`config.mk`:
```
export PLATFORM = sky130hd
export DESIGN_NAME = mem_copy_engine
export DESIGN_NICKNAME = d
export VERILOG_FILES = /design/src/rtl/mem_copy_engine.sv
export SDC_FILE = /design/constraint.sdc
export NUM_CORES = 1
export LEC_CHECK = 0
export BUFFER_PORTS_ARGS = -buffer_cell sky130_fd_sc_hd__buf_2
export CORE_MARGIN = 5
export CORE_UTILIZATION = 52
export CTS_BUF_LIST = sky130_fd_sc_hd__clkbuf_4 sky130_fd_sc_hd__clkbuf_8
export CTS_CLUSTER_DIAMETER = 100
export DETAILED_ROUTE_END_ITERATION = 8
export PLACE_DENSITY = 0.89
export SLEW_MARGIN = 5
export SYNTH_ARGS = -nofsm -noshare
export SYNTH_HDL_FRONTEND = slang
export SYNTH_SLANG_ARGS = --single-unit
```
`constraint.sdc`:
```
create_clock -name clock -period 4.6 [get_ports clock]
set_input_delay 0.92 -clock clock [delete_from_list [all_inputs] [get_ports clock]]
set_output_delay 0.92 -clock clock [all_outputs]
set_load 0.01 [all_outputs]
```
`src/rtl/mem_copy_engine.sv`:
```
// Memory copy/fill initiator: moves aligned 32-bit words from src to dst, or writes a
// constant word over dst, one bus access per cycle on the single-port data memory.
module mem_copy_engine #(
    parameter logic [15:0] MEM_ADDR = 16'h1000,
    parameter int          LEN_W    = 11
) (
    input  logic             clock,
    input  logic             reset,
    input  logic             start,
    input  logic [31:0]      src_addr,
    input  logic [31:0]      dst_addr,
    input  logic [LEN_W-1:0] len_words,
    input  logic             fill_en,
    input  logic [31:0]      fill_value,
    output logic             busy,
    output logic             done,
    output logic             error,
    output logic [LEN_W-1:0] words_done,
    output logic [31:0]      mem_addr,
    output logic [31:0]      mem_wdata,
    input  logic [31:0]      mem_rdata,
    output logic [1:0]       mem_size,
    output logic             mem_we,
    output logic             mem_re
);

    typedef enum logic [1:0] {IDLE, RD, WR, DONE} state_t;

    state_t           state_q, state_d;
    logic [31:0]      src_ptr_q, src_ptr_d;
    logic [31:0]      dst_ptr_q, dst_ptr_d;
    logic [31:0]      buf_q, buf_d;
    logic [31:0]      fill_value_q, fill_value_d;
    logic [LEN_W-1:0] remaining_q, remaining_d;
    logic [LEN_W-1:0] words_done_q, words_done_d;
    logic             fill_en_q, fill_en_d;
    logic             error_q, error_d;

    // Request validation: both ends of each region must sit inside the MEM_ADDR window.
    logic [31:0] last_ofs, dst_last, src_last;
    logic        len_zero, align_bad, dst_bad, src_bad, req_error;

    always_comb begin
        len_zero  = (len_words == '0);
        last_ofs  = (32'(len_words) - 32'd1) << 2;
        dst_last  = dst_addr + last_ofs;
        src_last  = src_addr + last_ofs;
        align_bad = (dst_addr[1:0] != 2'b00) || (!fill_en && (src_addr[1:0] != 2'b00));
        dst_bad   = (dst_addr[31:16] != MEM_ADDR) || (!len_zero && (dst_last[31:16] != MEM_ADDR));
        src_bad   = !fill_en && ((src_addr[31:16] != MEM_ADDR) ||
                                 (!len_zero && (src_last[31:16] != MEM_ADDR)));
        req_error = align_bad || dst_bad || src_bad;
    end

    always_comb begin
        // NOTE: every next-state value defaults to its current value first, so no path
        // through the case statement can leave a signal unassigned and infer a latch.
        state_d      = state_q;
        src_ptr_d    = src_ptr_q;
        dst_ptr_d    = dst_ptr_q;
        buf_d        = buf_q;
        fill_value_d = fill_value_q;
        remaining_d  = remaining_q;
        words_done_d = words_done_q;
        fill_en_d    = fill_en_q;
        error_d      = error_q;

        case (state_q)
            IDLE: begin
                if (start) begin
                    src_ptr_d    = src_addr;
                    dst_ptr_d    = dst_addr;
                    remaining_d  = len_words;
                    fill_en_d    = fill_en;
                    fill_value_d = fill_value;
                    words_done_d = '0;
                    error_d      = req_error;
                    if (req_error || len_zero) state_d = DONE;
                    else if (fill_en)          state_d = WR;
                    else                       state_d = RD;
                end
            end
            RD: begin
                buf_d     = mem_rdata;
                src_ptr_d = src_ptr_q + 32'd4;
                state_d   = WR;
            end
            WR: begin
                dst_ptr_d    = dst_ptr_q + 32'd4;
                words_done_d = words_done_q + LEN_W'(1);
                remaining_d  = remaining_q - LEN_W'(1);
                if (remaining_q == LEN_W'(1)) state_d = DONE;
                else if (fill_en_q)           state_d = WR;
                else                          state_d = RD;
            end
            DONE:    state_d = IDLE;
            default: state_d = IDLE;
        endcase
    end

    always_comb begin
        mem_addr  = 32'd0;
        mem_wdata = 32'd0;
        mem_size  = 2'b00;
        mem_we    = 1'b0;
        mem_re    = 1'b0;
        case (state_q)
            RD: begin
                mem_addr = src_ptr_q;
                mem_size = 2'b11;
                mem_re   = 1'b1;
            end
            WR: begin
                mem_addr  = dst_ptr_q;
                mem_size  = 2'b11;
                mem_wdata = fill_en_q ? fill_value_q : buf_q;
                // The write in flight when reset arrives must not commit.
                mem_we    = !reset;
            end
            default: ;
        endcase
    end

    assign busy       = (state_q == RD) || (state_q == WR);
    assign done       = (state_q == DONE);
    assign error      = error_q;
    assign words_done = words_done_q;

    always_ff @(posedge clock) begin
        // NOTE: datapath registers are reset too (not just the FSM) so every output and
        // pointer has a known value straight out of reset; there is no memory array here.
        if (reset) begin
            state_q      <= IDLE;
            src_ptr_q    <= 32'd0;
            dst_ptr_q    <= 32'd0;
            buf_q        <= 32'd0;
            fill_value_q <= 32'd0;
            remaining_q  <= '0;
            words_done_q <= '0;
            fill_en_q    <= 1'b0;
            error_q      <= 1'b0;
        end else begin
            // NOTE: non-blocking assignments so all flops update from pre-edge values.
            state_q      <= state_d;
            src_ptr_q    <= src_ptr_d;
            dst_ptr_q    <= dst_ptr_d;
            buf_q        <= buf_d;
            fill_value_q <= fill_value_d;
            remaining_q  <= remaining_d;
            words_done_q <= words_done_d;
            fill_en_q    <= fill_en_d;
            error_q      <= error_d;
        end
    end

endmodule

```
---- Word level (Yosys, flattened, before mapping) ----
Cells that the tools add are included.
word-level totals
  bits in registers ....................... 154
  input port bits ......................... 143
  output and inout port bits .............. 82
  logic and storage cells ................. 69
operators by class
  add/sub/neg operators ................... 7
  eq/ne operators ......................... 9
  multiplexer cells ....................... 20
  reductions and logical operators ........ 24
operators with widths
  kind                                                                        count
  32-bit case mux with 2 select lines                                         3
  32-bit two-way mux                                                          4
  32-bit by 3-bit adder with 32-bit output (second input constant)            2
  32-bit adder                                                                2
  16-bit by 13-bit inequality test with 1-bit output (second input constant)  4
  11-bit case mux with 2 select lines                                         2
  11-bit two-way mux                                                          2
  2-bit two-way mux                                                           6
  11-bit by 1-bit subtractor with 12-bit output (second input constant)       1
  11-bit by 1-bit adder with 11-bit output (second input constant)            1
  11-bit by 1-bit equality test with 1-bit output (second input constant)     1
  11-bit zero test                                                            1
  11-bit by 1-bit subtractor with 11-bit output (second input constant)       1
  2-bit case mux with 4 select lines                                          1
  2-bit nonzero test                                                          4
  1-bit logical OR                                                            7
  2-bit AND reduction                                                         3
  2-bit equality test (second input constant)                                 2
  1-bit logical AND                                                           4
  1-bit zero test                                                             3
  2-bit by 1-bit equality test with 1-bit output (second input constant)      1
  2-bit zero test                                                             1
  1-bit two-way mux                                                           2
  2-bit inequality test (second input constant)                               1
  2-bit OR reduction                                                          1

---- Depth between registers and ports, before layout ----
Gate-level depths: netlist (run 1).
  depth in word-level cells ............... 11
  depth in mapped cells ................... 16
  gate-level depth less buffers ........... 16

---- Least setup slack after synthesis (run 1) ----
Ideal clock, no wire load.
  path type ............................... input -> register
  start ................................... input port len_words[4]
  end ..................................... register state_q[1]
  library setup time ...................... 0.125 ns
  data arrival time ....................... 4.835 ns
  required time ........................... 4.475 ns
  slack ................................... -0.360 ns
  stages .................................. 15
  buffers on the path ..................... 1
  cell sequence ........................... nor3_1 > nand3_1 > inv_1 > ha_1 > buf_2 > a21oi_1 > o21ai_0 > a311oi_1 > nor2_1 > or4b_1 > a2111oi_0 > nand4_1 > nor2_1 > nand4_1 > o41a_1
on the way
  cells in the longest elaborated chain, start to end .. 11
  elaborated cells between the ends (all ways) .. 18
  classes of those cells .................. 3 x add/sub; 2 x eq/ne; 3 x mux; 10 x reduce/logical
RTL lines
  element                                                                RTL line  text
  start: declaration                                                     12        input logic [LEN_W-1:0] len_words,
  11-bit by 1-bit subtractor with 12-bit output                          45        last_ofs = (32'(len_words) - 32'd1) << 2;
  32-bit adder (on tied branches)                                        46, 47
  16-bit by 13-bit inequality test with 1-bit output (on tied branches)  49, 51
  1-bit logical AND (on tied branches)                                   49, 51
  1-bit logical OR (on tied branches)                                    49, 50
  1-bit logical OR / 1-bit logical AND (equally long branches)           52, 50
  1-bit logical OR                                                       52        req_error = align_bad || dst_bad || src_bad;
  1-bit logical OR *                                                     78        if (req_error || len_zero) state_d = DONE;
  2-bit two-way mux *                                                    78
  2-bit two-way mux *                                                    70        if (start) begin
  2-bit case mux with 4 select lines *                                   68        case (state_q)
  end signal: assignment                                                 144       state_q <= state_d;
  end: declaration                                                       29        state_t state_q, state_d;
Every way passes the cells marked *; elsewhere a longest branch is shown, timed or not. The select of a mux whose other input is x is not followed.
A chain may end at the register's enable or synchronous reset.

---- Worst setup path in the final report (run 1) ----
  start ................................... input port len_words[0]
  end ..................................... register state_q[1]
Same word-level chain as after synthesis.

==> results.toml, run 1 <==
[run_status]
status = "finished clean"

[global_route]
grt-ovfl-total = 0
grt_pass1_wl_um = 63200
grt_pass1_vias = 12100
antenna_found_initial = 2
grt_max_degree = 85
grt_use_total_pct = 31.3

[logic_synthesis]
synth_ff_type = "dfxtp_1"
yosysUniqueCellTypes = 70
synth_top_cell_area_share_pct = 27.1
syn_nets = 1793
synth_common_cells = "nor2_1 (209), nand2_1 (201), a21oi_1 (173)"
synth_cells = 1582
synth_most_common_cell = "nor2_1"
yosys.area.top_type = "dfxtp_1"
ys_ff_latch = 154
synth_area_leaders = "dfxtp_1 (27%), a21oi_1 (7.6%), ha_1 (7.5%), nor2_1 (6.9%), nand2_1 (6.6%)"
synth_edf_count = 0
async_flop_share_pct = 0
yosysSeqAreaShare_pct = 27.1
avgSynthCellArea_um2 = 7.20
yosysWarnings = 0
syn_area_mm2 = 0.0114

[clocking]
tritoncts = "done"
clockBufferDepth = 2
path_clk_slew_ps = 90
clk_latency_ps = 450
htree_levels = 4
cts.sinks = 154
cts_buffers = 17
clock-root-buffer = "clkbuf_8"

[worst_setup_path]
cp.required_ps = 4940
reg2reg_to = "src_ptr_q[29]$_SDFFE_PP0P_"
cp-end-kind = "flop"
crit_top_cell = "ha_1"
cp-start-kind = "primary input"
arrival_ps = 4850
path_max_fanout = 4
cp_cell_sequence = "buf_2, inv_1, ha_1, nand2_1, nor3_2, xor2_1, ha_1, and4_1, o2111a_1, a221oi_4, a211oi_1, or3_1, a211o_1, or4_4, nor4_2, nand4_1, o41a_1"
path_class = "primary input to flop"
crit_buf_inv = 2
r2r_start = "state_q[1]$_SDFFE_PP0P_"
critPathSlowestCell = "or4_4"
rr_worst_depth = 12
worst_path_largest_cell_delay_ps = 480
rrSetupSlack_ps = 1210
crit_family = "simple AND/OR/NAND/NOR gates"

[finish]
final_nets = 2074
fillCellCount = 1891
final_util_pct = 64.6
syn_to_final_growth_pct = 22.9
drive_above_1_share_pct = 22.4

[sta]
worstMarginPinSlew_ps = 1240
finClkSkew_ps = 12.8
hold_viol_final = 0
timing.max_slew.rel_slack_pct = 16.8
fin_crit_sh_pct = 98.0
setup_viol = 0
slew_violations = 0
period_needed_ps = 4510
setup_ws_ps = 89.8
max_freq_mhz = 222

[floorplanning]
rows = 54
die_h_um = 158
dieArea_mm2 = 0.0250
core_area_mm2 = 0.0217
top_level_ports = 225
start_util_pct = 52.5
fp.dieW_um = 158

[route]
via_per_inst = 6.28
drcViolationCount = 0
finalWirelength_um = 41500
vias = 13500
wl_per_cell_um = 19.2
ant_nets = 0
drt-pass1-iter-count = 6
drtIter0Drc = 1481

[worst_hold_path]
hold_path.class = "flop to flop"
worstHoldEndpoint = "fill_value_q[10]$_SDFFE_PP0P_"
min-delay-start = "fill_value_q[10]$_SDFFE_PP0P_"
hold_depth = 2

[power_and_ir_drop]
cellPowerDensity_mw_per_mm2 = 427
vdd_drop_max_uv = 485
leakage_nw = 5.91

[placement]
portBuffers = 224
place_congestion = 1.05
dp_hpwl_um = 31500
post-place-ws_ps = -322

[job]
maxCapViolCount = 0
[worst max path at each step]
stage | slack [ps] | end | from | cells past startpoint
after floorplan | 20 | state_q[1]$_SDFFE_PP0P_ | len_words[7] | 15
after global placement | -220 | state_q[1]$_SDFFE_PP0P_ | len_words[0] | 17
after detailed placement | -320 | state_q[1]$_SDFFE_PP0P_ | len_words[0] | 17
after CTS | 160 | state_q[1]$_SDFFE_PP0P_ | len_words[0] | 17
after global routing | -140 | state_q[1]$_SDFFE_PP0P_ | len_words[4] | 18
final | 90 | state_q[1]$_SDFFE_PP0P_ | len_words[0] | 17
[cells in the final DEF, fill, tap and decap left out, drive strengths merged, types with 12 or more instances in the layout]
cell	instances
ha	68
o2bb2ai	12
o211ai	13
nand2	201
a21o	17
xor2	16
nor3	36
nor4	21
a211oi	20
nand4	32
nor2	209
mux2i	72
o22ai	17
nor2b	32
a311oi	18
buf	356
a22oi	37
dfxtp	154
a21oi	173
and3	16
nand3	50
o21ai	94
inv	45
clkbuf	19
[tightest hold or removal path: cells and delay by family (launching register included)]
family | cells | cell delay (ps)
AND/OR/NAND/NOR | 1 | 50
flip-flops | 1 | 320
AO/OA/AOI/OAI | 1 | 50
[registers in the layout, summed over array words and instances, names as in the netlist]
signal	flops
words_done	11
remaining_q	11
state_q	2
src_ptr_q	32
fill_en_q	1
fill_value_q	32
dst_ptr_q	32
error	1
buf_q	32
[what timing repair did]
item	in CTS	in global routing
hold buffers	0	0
endpoints found under the setup margin	0	3
setup buffers	0	2
gates resized for setup	0	12
[metrics by stage]
step	hold WS (ps)	std cells	setup TNS (ps)	total power [mW]	area [µm²]
floorplan	436	1582	0	4.05	11400
global placement	441	2121	-483	4.80	13500
detailed placement	449	2121	-782	4.91	13500
CTS	462	2152	0	5.90	13900
global route	474	2156	-378	6.35	14000
finish	460	2156	0	5.98	14000
[logic make-up after synthesis]
kind of cell,after synthesis,share of synthesized area (%)
compound gates,473,26.0
simple gates,651,26.3
xor+xnor,27,2.08
mux,74,6.52
fa+ha+maj,68,7.47
flops,154,27.1
buf+inv,135,4.58
[where the power goes]
group / internal [mW] / switching [mW] / total (mW) / leakage (nW)
registers: 1.68 / 0.411 / 2.09 / 1.26
logic: 1.08 / 1.81 / 2.89 / 4.46
clock network: 0.417 / 0.578 / 0.995 / 0.189
[final cells by class]
class	instances	area, µm²	share of cell area [%]
Timing Repair inverter	1	5.00	0.0357
Multi-Input combinational cell	1293	7930	56.6
Antenna cell	1	2.50	0.0179
Tap cell	280	350	2.50
Inverter	40	154	1.10
Clock inverter	12	104	0.742
Sequential cell	154	3080	22.0
Clock buffer	19	262	1.87
Timing Repair Buffer	356	2110	15.1
[layer usage]
layer	global-route usage, %	wire, µm	up-vias
met2	49.4	18900	745
met1	41.4	16300	6284
met4	14.9	2240	2
met5	0	13	-
li1	-	-	6328
met3	5.82	4050	170
(Power assumes the default switching activity.)
==> run 2: changes to the inputs <==
Settings changed: PLACE_DENSITY 0.89 to not set, PLACE_DENSITY_LB_ADDON set to 0.12, TNS_END_PERCENT set to 5.
==> run 2 against run 1 <==
Net effect:
- critical path depth increased by 1
- worst hold slack got worse by 2.0 ps
- clock power about the same
- core utilization rose by 2.3 points
- routed wire length up 2.3%
- count of clock-buffer cells in the layout fell by 1
- sequential power about the same
- maximum frequency increased by 0.27%
- sequential cell count stayed put
- register-to-register slack improved by 120 ps
- clock skew increased by 6.1 ps
- sequential share of layout area is 0.77 points lower
==> results.toml, run 2 (synthesis results as in run 1) <==
[floorplanning]
core_area_mm2 = 0.0217
start_util_pct = 52.5
dieArea_mm2 = 0.0250
rows = 54
die_h_um = 158
fp.dieW_um = 158
top_level_ports = 225

[worst_setup_path]
path_class = "primary input to flop"
cp-start-kind = "primary input"
crit_family = "simple AND/OR/NAND/NOR gates"
cp_cell_sequence = "buf_2, nor3_4, buf_4, nand2b_2, nor3_2, xor2_1, ha_1, o2111a_1, a221oi_2, buf_4, a211oi_2, or3_1, a211o_1, or4_4, nor4_4, nand4_1, buf_4, a22o_2"
cp.required_ps = 4960
crit_top_cell = "buf_4"
critPathSlowestCell = "or4_4"
path_depth = 18
crit_buf_inv = 4
arrival_ps = 4860
path_max_fanout = 3
worst_path_largest_cell_delay_ps = 490
rr_worst_depth = 12
cp-end-kind = "flop"

[global_route]
grt_pass1_vias = 12200
antenna_found_initial = 0
grt_use_total_pct = 32.2
grt_pass1_wl_um = 64200
grt-ovfl-total = 0
grt_max_degree = 68

[placement]
post_dp_cell_area_mm2 = 0.0139
dp.cells = 2165
dp_hpwl_um = 32100
place_congestion = 0.994
portBuffers = 224

[clocking]
clockBufferDepth = 2
cts.sinks = 154
cts_buffers = 17
clk_latency_ps = 480
tritoncts = "done"
ctsHoldBuffers = 0
clock-root-buffer = "clkbuf_8"
htree_levels = 4
path_clk_slew_ps = 90

[sta]
finClkSkew_ps = 18.9
timing.max_slew.rel_slack_pct = 26.6
fin_crit_sh_pct = 97.8
slew_violations = 0
setup_viol = 0
fin_setup_tns_ps = 0
worstMarginPinSlew_ps = 1100
max_freq_mhz = 222
hold_viol_final = 0
period_needed_ps = 4500

[finish]
final_nets = 2121
regArea_mm2 = 0.00308
layout_commonest_cell = "buf_2"
final_util_pct = 66.9
num_antenna_cells = 0
layout_common_cells = "buf_2 (223), nor2_1 (206), nand2_1 (200)"
drive_above_1_share_pct = 25.2
multi_input_area_mm2 = 0.00805
fillCellCount = 2005
final_area_mm2 = 0.0145
syn_to_final_growth_pct = 27.3
fin_cells = 2203

[power_and_ir_drop]
cellPowerDensity_mw_per_mm2 = 420
vdd_drop_max_uv = 326
leakage_nw = 6.17

[job]
maxCapViolCount = 0

[route]
drcViolationCount = 0
drt-pass1-iter-count = 6
via_per_inst = 6.04
drtIter0Drc = 1498
vias = 13300
wl_per_cell_um = 19.3
ant_nets = 0
finalWirelength_um = 42400

[worst_hold_path]
hold_depth = 2
hold_path.class = "flop to flop"

[run_status]
status = "finished clean"
==> run 2: power by group <==
group          leakage, nW  switching, mW  internal, mW  total [mW]
Sequential            1.26          0.413          1.68        2.09
Clock                0.178          0.616         0.402        1.02
Combinational         4.73           1.86          1.12        2.97
==> run 2: area by class of cell <==
type / instances / share of cell area (%)
clock buffers: 18 / 1.66
clock inverters: 14 / 0.880
multi-input cells: 1293 / 55.5
well taps: 280 / 2.42
inverters: 40 / 1.06
flip-flops and latches: 154 / 21.3
repair buffers: 404 / 17.3
==> run 2: path summary, 6_finish.rpt <==
kind                                                     from                             to  slack [ps]
worst min register to register  fill_value_q[19]$_SDFFE_PP0P_  fill_value_q[19]$_SDFFE_PP0P_         460
worst min-delay path            fill_value_q[19]$_SDFFE_PP0P_  fill_value_q[19]$_SDFFE_PP0P_         460
worst max-delay path                             len_words[4]             error$_SDFFE_PP0P_         100
worst max register to register        state_q[1]$_SDFFE_PP0P_     src_ptr_q[29]$_SDFFE_PP0P_        1330
==> run 2: timing repair <==
| item | in CTS | in global routing |
|---|---|---|
| setup buffers | 0 | 6 |
| endpoints found under the setup margin | 0 | 3 |
| gates resized for setup | 0 | 39 |
==> run 2: per-stage QoR <==
step,hold WS [ps],power [mW],setup slack [ps]
finish,458,6.09,102
global placement,442,4.92,-264
detailed placement,448,4.99,-369
floorplan,436,4.05,22.5
CTS,461,6.00,125
global route,479,6.46,-92.5
==> run 2: metal layers <==
layer	vias to the layer above	routed length, µm	part of all wire, %	track usage [%]
met5	-	0	0	0
met4	0	2220	5.2	14.9
met3	126	3340	7.9	4.48
met2	607	19200	45	50.4
met1	6154	17700	42	44.0
li1	6417	-	-	-
==> run 2: tightest hold or removal path, cell delays in order, from the launching register on <==
cell     delay, ps
dfxtp_1        320
nand2_1         50
a21oi_1         50
